<file path="src/rtl/mac_control_unit_if.sv">
// Signal bundle between mac_control_unit, its host, the operand file and the MAC.
// The slave modport is the controller's view; the master modport is the environment's view.
// With MAC_CTRL_PERF_EN defined, the bundle also carries the perf_cycles counter.
interface mac_control_unit_if #(
  parameter int unsigned LEN_W = 4
);
  // Host control/status
  logic             start;
  logic             op_mode;
  logic [LEN_W-1:0] length;
  logic [7:0]       x_in;
  logic             busy;
  logic             done;
  logic [16:0]      result;
`ifdef MAC_CTRL_PERF_EN
  logic [15:0]      perf_cycles;
`endif
  // Operand file
  logic [LEN_W-1:0] rd_addr;
  logic [7:0]       op_a;
  logic [7:0]       op_b;
  // MAC datapath
  logic [7:0]       mac_in_1;
  logic [7:0]       mac_in_2;
  logic [7:0]       mac_in_add;
  logic             mac_mode;
  logic             mac_mul_sel;
  logic             mac_add_sel;
  logic [16:0]      mac_result;

  modport slave (
`ifdef MAC_CTRL_PERF_EN
    output perf_cycles,
`endif
    input  start, op_mode, length, x_in, op_a, op_b, mac_result,
    output busy, done, result, rd_addr,
    output mac_in_1, mac_in_2, mac_in_add, mac_mode, mac_mul_sel, mac_add_sel
  );

  modport master (
`ifdef MAC_CTRL_PERF_EN
    input  perf_cycles,
`endif
    output start, op_mode, length, x_in, op_a, op_b, mac_result,
    input  busy, done, result, rd_addr,
    input  mac_in_1, mac_in_2, mac_in_add, mac_mode, mac_mul_sel, mac_add_sel
  );
endinterface

</file>
<file path="src/rtl/mac_control_unit.sv">
// Sequencer for the 8x8 MAC: issues one term every two cycles (ISSUE/WAIT), then
// captures the 17-bit MAC output and pulses done. Supports sum-of-products (op_mode=0)
// and Horner polynomial evaluation (op_mode=1).
// Optional: define MAC_CTRL_PERF_EN to add the perf_cycles busy-cycle counter.
module mac_control_unit #(
  parameter int unsigned LEN_W = 4
) (
  input logic          clk,
  input logic          reset,
  mac_control_unit_if.slave bus
);

  typedef enum logic [2:0] {StIdle, StIssue, StWait, StCapture, StFinish} state_e;

  localparam logic [LEN_W-1:0] One = LEN_W'(1);

  state_e           state_q, state_d;
  logic [LEN_W-1:0] k_q, k_d;
  logic [LEN_W-1:0] len_q, len_d;
  logic             mode_q, mode_d;
  logic [7:0]       x_q, x_d;
  logic             busy_q, busy_d;
  logic             done_q, done_d;
  logic [16:0]      result_q, result_d;
`ifdef MAC_CTRL_PERF_EN
  logic [15:0]      perf_q, perf_d;
`endif

  // Next-state, operand latching and result capture
  always_comb begin
    state_d  = state_q;
    k_d      = k_q;
    len_d    = len_q;
    mode_d   = mode_q;
    x_d      = x_q;
    result_d = result_q;
    unique case (state_q)
      StIdle: begin
        if (bus.start) begin
          mode_d = bus.op_mode;
          len_d  = bus.length;
          x_d    = bus.x_in;
          k_d    = '0;
          if (bus.length == '0) begin
            // Empty operation completes immediately with a zero result
            result_d = '0;
            state_d  = StFinish;
          end else begin
            state_d = StIssue;
          end
        end
      end
      StIssue: state_d = StWait;
      StWait: begin
        if (k_q < (len_q - One)) begin
          k_d     = k_q + One;
          state_d = StIssue;
        end else begin
          state_d = StCapture;
        end
      end
      StCapture: begin
        result_d = bus.mac_result;
        state_d  = StFinish;
      end
      StFinish: state_d = StIdle;
      default:  state_d = StIdle;
    endcase
    busy_d = (state_d == StIssue) || (state_d == StWait) || (state_d == StCapture);
    done_d = (state_d == StFinish);
  end

`ifdef MAC_CTRL_PERF_EN
  // Busy-cycle counter: cleared on accepted start, saturating, held between operations
  always_comb begin
    perf_d = perf_q;
    if ((state_q == StIdle) && bus.start) begin
      perf_d = '0;
    end else if (busy_q && (perf_q != 16'hFFFF)) begin
      perf_d = perf_q + 16'd1;
    end
  end
`endif

  // Operand file address and MAC drive; everything outside ISSUE is a zero bubble
  always_comb begin
    bus.rd_addr     = '0;
    bus.mac_in_1    = '0;
    bus.mac_in_2    = '0;
    bus.mac_in_add  = '0;
    bus.mac_mul_sel = 1'b0;
    bus.mac_add_sel = 1'b0;
    if (state_q == StIssue) begin
      if (!mode_q) begin
        bus.rd_addr     = k_q;
        bus.mac_in_1    = bus.op_a;
        bus.mac_in_2    = bus.op_b;
        bus.mac_add_sel = (k_q != '0);
      end else begin
        // Horner walks coefficients from the top down
        bus.rd_addr    = len_q - One - k_q;
        bus.mac_in_add = bus.op_a;
        if (k_q != '0) begin
          bus.mac_in_2    = x_q;
          bus.mac_mul_sel = 1'b1;
        end
      end
    end
  end

  assign bus.mac_mode = mode_q;
  assign bus.busy     = busy_q;
  assign bus.done     = done_q;
  assign bus.result   = result_q;
`ifdef MAC_CTRL_PERF_EN
  assign bus.perf_cycles = perf_q;
`endif

  // State and registered outputs
  always_ff @(posedge clk or posedge reset) begin
    if (reset) begin
      state_q  <= StIdle;
      k_q      <= '0;
      len_q    <= '0;
      mode_q   <= 1'b0;
      x_q      <= '0;
      busy_q   <= 1'b0;
      done_q   <= 1'b0;
      result_q <= '0;
`ifdef MAC_CTRL_PERF_EN
      perf_q   <= '0;
`endif
    end else begin
      state_q  <= state_d;
      k_q      <= k_d;
      len_q    <= len_d;
      mode_q   <= mode_d;
      x_q      <= x_d;
      busy_q   <= busy_d;
      done_q   <= done_d;
      result_q <= result_d;
`ifdef MAC_CTRL_PERF_EN
      perf_q   <= perf_d;
`endif
    end
  end

endmodule

</file>
<file path="src/flat_wrapper.sv">
// flat-port wrapper written by rule: the top's interface ports become plain ports
module mac_control_unit_flat 
#(
  parameter int unsigned LEN_W = 4
)
  (clk, reset, bus_start, bus_op_mode, bus_length, bus_x_in, bus_op_a, bus_op_b, bus_mac_result, bus_busy, bus_done, bus_result, bus_rd_addr, bus_mac_in_1, bus_mac_in_2, bus_mac_in_add, bus_mac_mode, bus_mac_mul_sel, bus_mac_add_sel);
  mac_control_unit_if #(.LEN_W(LEN_W)) bus_i ();
  input logic clk;
  input logic reset;
  input wire logic [$bits(bus_i.start)-1:0] bus_start;
  input wire logic [$bits(bus_i.op_mode)-1:0] bus_op_mode;
  input wire logic [$bits(bus_i.length)-1:0] bus_length;
  input wire logic [$bits(bus_i.x_in)-1:0] bus_x_in;
  input wire logic [$bits(bus_i.op_a)-1:0] bus_op_a;
  input wire logic [$bits(bus_i.op_b)-1:0] bus_op_b;
  input wire logic [$bits(bus_i.mac_result)-1:0] bus_mac_result;
  output wire logic [$bits(bus_i.busy)-1:0] bus_busy;
  output wire logic [$bits(bus_i.done)-1:0] bus_done;
  output wire logic [$bits(bus_i.result)-1:0] bus_result;
  output wire logic [$bits(bus_i.rd_addr)-1:0] bus_rd_addr;
  output wire logic [$bits(bus_i.mac_in_1)-1:0] bus_mac_in_1;
  output wire logic [$bits(bus_i.mac_in_2)-1:0] bus_mac_in_2;
  output wire logic [$bits(bus_i.mac_in_add)-1:0] bus_mac_in_add;
  output wire logic [$bits(bus_i.mac_mode)-1:0] bus_mac_mode;
  output wire logic [$bits(bus_i.mac_mul_sel)-1:0] bus_mac_mul_sel;
  output wire logic [$bits(bus_i.mac_add_sel)-1:0] bus_mac_add_sel;
  assign bus_i.start = bus_start;
  assign bus_i.op_mode = bus_op_mode;
  assign bus_i.length = bus_length;
  assign bus_i.x_in = bus_x_in;
  assign bus_i.op_a = bus_op_a;
  assign bus_i.op_b = bus_op_b;
  assign bus_i.mac_result = bus_mac_result;
  assign bus_busy = bus_i.busy;
  assign bus_done = bus_i.done;
  assign bus_result = bus_i.result;
  assign bus_rd_addr = bus_i.rd_addr;
  assign bus_mac_in_1 = bus_i.mac_in_1;
  assign bus_mac_in_2 = bus_i.mac_in_2;
  assign bus_mac_in_add = bus_i.mac_in_add;
  assign bus_mac_mode = bus_i.mac_mode;
  assign bus_mac_mul_sel = bus_i.mac_mul_sel;
  assign bus_mac_add_sel = bus_i.mac_add_sel;
  mac_control_unit #(.LEN_W(LEN_W)) u_core (.clk(clk), .reset(reset), .bus(bus_i));
endmodule
</file>
<file path="config.mk">
export PLATFORM = sky130hd
export DESIGN_NAME = mac_control_unit_flat
export DESIGN_NICKNAME = d
export VERILOG_FILES = /design/src/rtl/mac_control_unit_if.sv /design/src/rtl/mac_control_unit.sv /design/src/flat_wrapper.sv
export SDC_FILE = /design/constraint.sdc
export NUM_CORES = 1
export LEC_CHECK = 0
export ABC_AREA = 1
export BUFFER_PORTS_ARGS = -buffer_cell sky130_fd_sc_hd__buf_4
export CAP_MARGIN = 5
export CORE_MARGIN = 1
export CORE_UTILIZATION = 45
export DETAILED_ROUTE_END_ITERATION = 16
export PLACE_DENSITY = 0.81
export SLEW_MARGIN = 20
export SYNTH_ARGS = -nofsm -noshare
export SYNTH_HDL_FRONTEND = slang
export SYNTH_SLANG_ARGS = --single-unit
export TNS_END_PERCENT = 10
</file>
<file path="constraint.sdc">
create_clock -name clk -period 2.25 [get_ports clk]
set_clock_uncertainty 0.1 [all_clocks]
set_input_delay 0.45 -clock clk [delete_from_list [all_inputs] [get_ports clk]]
set_output_delay 0.45 -clock clk [all_outputs]
set_load 0.01 [all_outputs]
</file>
==> impl_metrics.ini <==
[run_status]
status = finished, violations left
violations = negative setup slack

[routing]
first_pass_iters = 4
vias_per_cell = 4.90
vias = 2092
wire_per_inst_um = 12.3
drc_errors = 0
ant_nets = 0
routed_wl_mm = 5.25
drtIter0Drc = 95

[global_routing]
grt_max_degree = 40
antenna_found_initial = 0
grt_overflow = 0
grt_pass1_wl_mm = 8.63
grt_pass1_vias = 2021
groute.usage.overall = 0.217

[hold_path]
min_path_type = in2async

[finish]
final_common_cell = buf_4
nFillCells = 373
layout-drive-gt1-share = 0.381
antenna_cells = 0
post-route-util = 0.681
finalNetCount = 431
synthToLayoutAreaGrowth_pct = 41.5
layout_common_cells = buf_4 (105), nand2_1 (80), dfrtp_1 (39), inv_1 (32), nand3_1 (26)

[yosys]
synth_simple_gate_area_share = 0.304
synth_top_family_by_area = simple AND/OR/NAND/NOR gates
yosysWarnings = 0
syn_inst = 271
yosysSeqAreaShare = 0.450
netlist_top_cells_area = dfrtp_1 (45%), nand2_1 (14%), nand3_1 (6.0%)
synth_area_sq_um = 2170
synth_compound_area_frac = 0.0756
synth.top_cell.area_share = 0.450
yosys_register_bits = 39
yosys.area.top_type = dfrtp_1
muxShareOfSynthArea = 0
syn_nets = 328
avgSynthCellArea_sq_um = 8.00
synth_fa_ha_area_frac = 0.0496
synth_xor_xnor_area_share = 0.0162
synth_cell_types = 27

[sta]
worstMarginPinSlew_ps = 485
fmax_mhz = 399
final-setup-viol-count = 3
relSlewSlack = 0.677
hold_viol = 0
finalCriticalPeriod_ps = 2510
rsz0062_at_grt = yes
tns_ps = -444
finalCritPeriodShare = 1.11
maxSlewViolCount = 0
setup_ws_ps = -258

[cts]
cts.sinks = 39
cts_tree = built
clock_path_buffers = 2
cts_buffers = 5
clk_pin_slew_worst_paths_ps = 80
clk_latency_ps = 290
clock-root-buffer = clkbuf_8
h-tree-depth = 2

[critical_path]
path_cells = nor3_1 > xor2_1 > ha_1 > nand3b_1 > nand3_1 > o21ai_1 > buf_4
cp-start-kind = register
required_ps = 1700
r2r-start = u_core.len_q[0]
critPathArrivalTime_ps = 1960
r2r-end = u_core.k_q[2]
critical_path_class = reg2out
cpPeakStageDelay_ps = 400
critPathTopFamily = simple AND/OR/NAND/NOR gates
crit_path_top_delay_cell = dfrtp_1
rr_worst_depth = 9
cp_num_buf_inv = 1
critPathMaxFanout = 5
end_kind = primary output
regToRegSetupSlack_ps = 180

[placed_design]
place.gp.congestion = 0.858
port_buffers = 98
hpwlAfterDp_mm = 3.92

[die]
initial_utilization = 0.481
ios = 99
dieArea_sq_um = 5100
core_region_area_sq_um = 4500
fp.dieH_um = 71.4
dieWidth_um = 71.4
row_count = 24

[power_and_ir_drop]
cellLeakagePower_uw = 0.00173
peakVddDrop_v = 0.000733
power_density_nw_per_um2 = 1250

[run]
cap_violations = 0
[synthesized netlist by cell type (all sizes together)]
| library cell | n |
|---|---|
| a31oi | 1 |
| nand4 | 1 |
| nand3 | 29 |
| xor2 | 3 |
| xnor2 | 1 |
| dfrtp | 39 |
| nand2 | 84 |
| nor2 | 26 |
| o21ai | 21 |
| a21oi | 3 |
| o22ai | 2 |
| fa | 1 |
| buf | 9 |
| nor3 | 2 |
| nand3b | 2 |
| ha | 7 |
| o211ai | 1 |
| inv | 39 |
[registers in the layout, summed over array words and instances (netlist names)]
name / flops
u_core.bus.busy: 1
u_core.k_q: 4
u_core.len_q: 4
u_core.bus.mac_mode: 1
u_core.bus.result: 17
u_core.x_q: 8
u_core.bus.done: 1
u_core.state_q: 3
[logic make-up after synthesis]
logic type      after synthesis
compound gates               28
xor+xnor                      4
fa+ha+maj                     8
buf+inv                      48
flops                        39
simple gates                144
[timing repair]
action,in CTS,in global routing
pin swaps,5,5
endpoints found under the setup margin,5,14
hold buffers,0,0
buffers inserted,3,1
hold endpoints to repair,0,0
resized for setup,11,9
[cell type report]
cell class,count,area (sq um),area share
Clock buffer,5,68.8,0.0224
Clock inverter,3,15.0,0.00489
Inverter,39,146,0.0477
Multi-Input combinational cell,184,1010,0.329
Sequential cell,39,976,0.318
Tap cell,52,65.1,0.0212
Timing Repair Buffer,105,788,0.257
[per-layer routing]
metal / GRT usage / routed length (um) / up-vias
li1: - / - / 1049
met1: 0.244 / 2110 / 954
met2: 0.387 / 2610 / 82
met3: 0.0774 / 471 / 7
met4: 0.0600 / 58 / 0
met5: 0 / 0 / -
[worst min-delay path, stage by stage]
cell	delay, ps
buf_4	110
inv_1	40
buf_4	420
[metrics by stage]
step | power (uW) | hold WS (ps) | cell area (sq um) | setup slack, ps | cells
after floorplan | 2480 | 349 | 2170 | 178 | 271
after global placement | 3100 | 369 | 2910 | 51.7 | 415
after detailed placement | 3180 | 372 | 2910 | -19.8 | 415
after CTS | 3790 | 191 | 3050 | -271 | 426
after global routing | 4160 | 214 | 3070 | -371 | 427
final | 3830 | 178 | 3070 | -258 | 427
[how the worst max path moves through the flow]
stage / from / to / slack (ps) / cells after the start
3_5_place_dp: u_core.len_q[0] / bus_rd_addr[3] / -20 / 10
6_report: u_core.len_q[0] / bus_rd_addr[3] / -260 / 7
5_1_grt: u_core.len_q[0] / bus_rd_addr[3] / -370 / 7
3_3_place_gp: u_core.len_q[0] / bus_rd_addr[3] / 50 / 10
2_1_floorplan: u_core.len_q[0] / bus_rd_addr[3] / 180 / 9
4_1_cts: u_core.len_q[0] / bus_rd_addr[3] / -270 / 10
[where the power goes]
group	total (uW)	internal, uW	switching, uW
Clock	459	212	247
Combinational	2170	975	1190
Sequential	1200	995	204
Power figures use the tool's default switching activity.
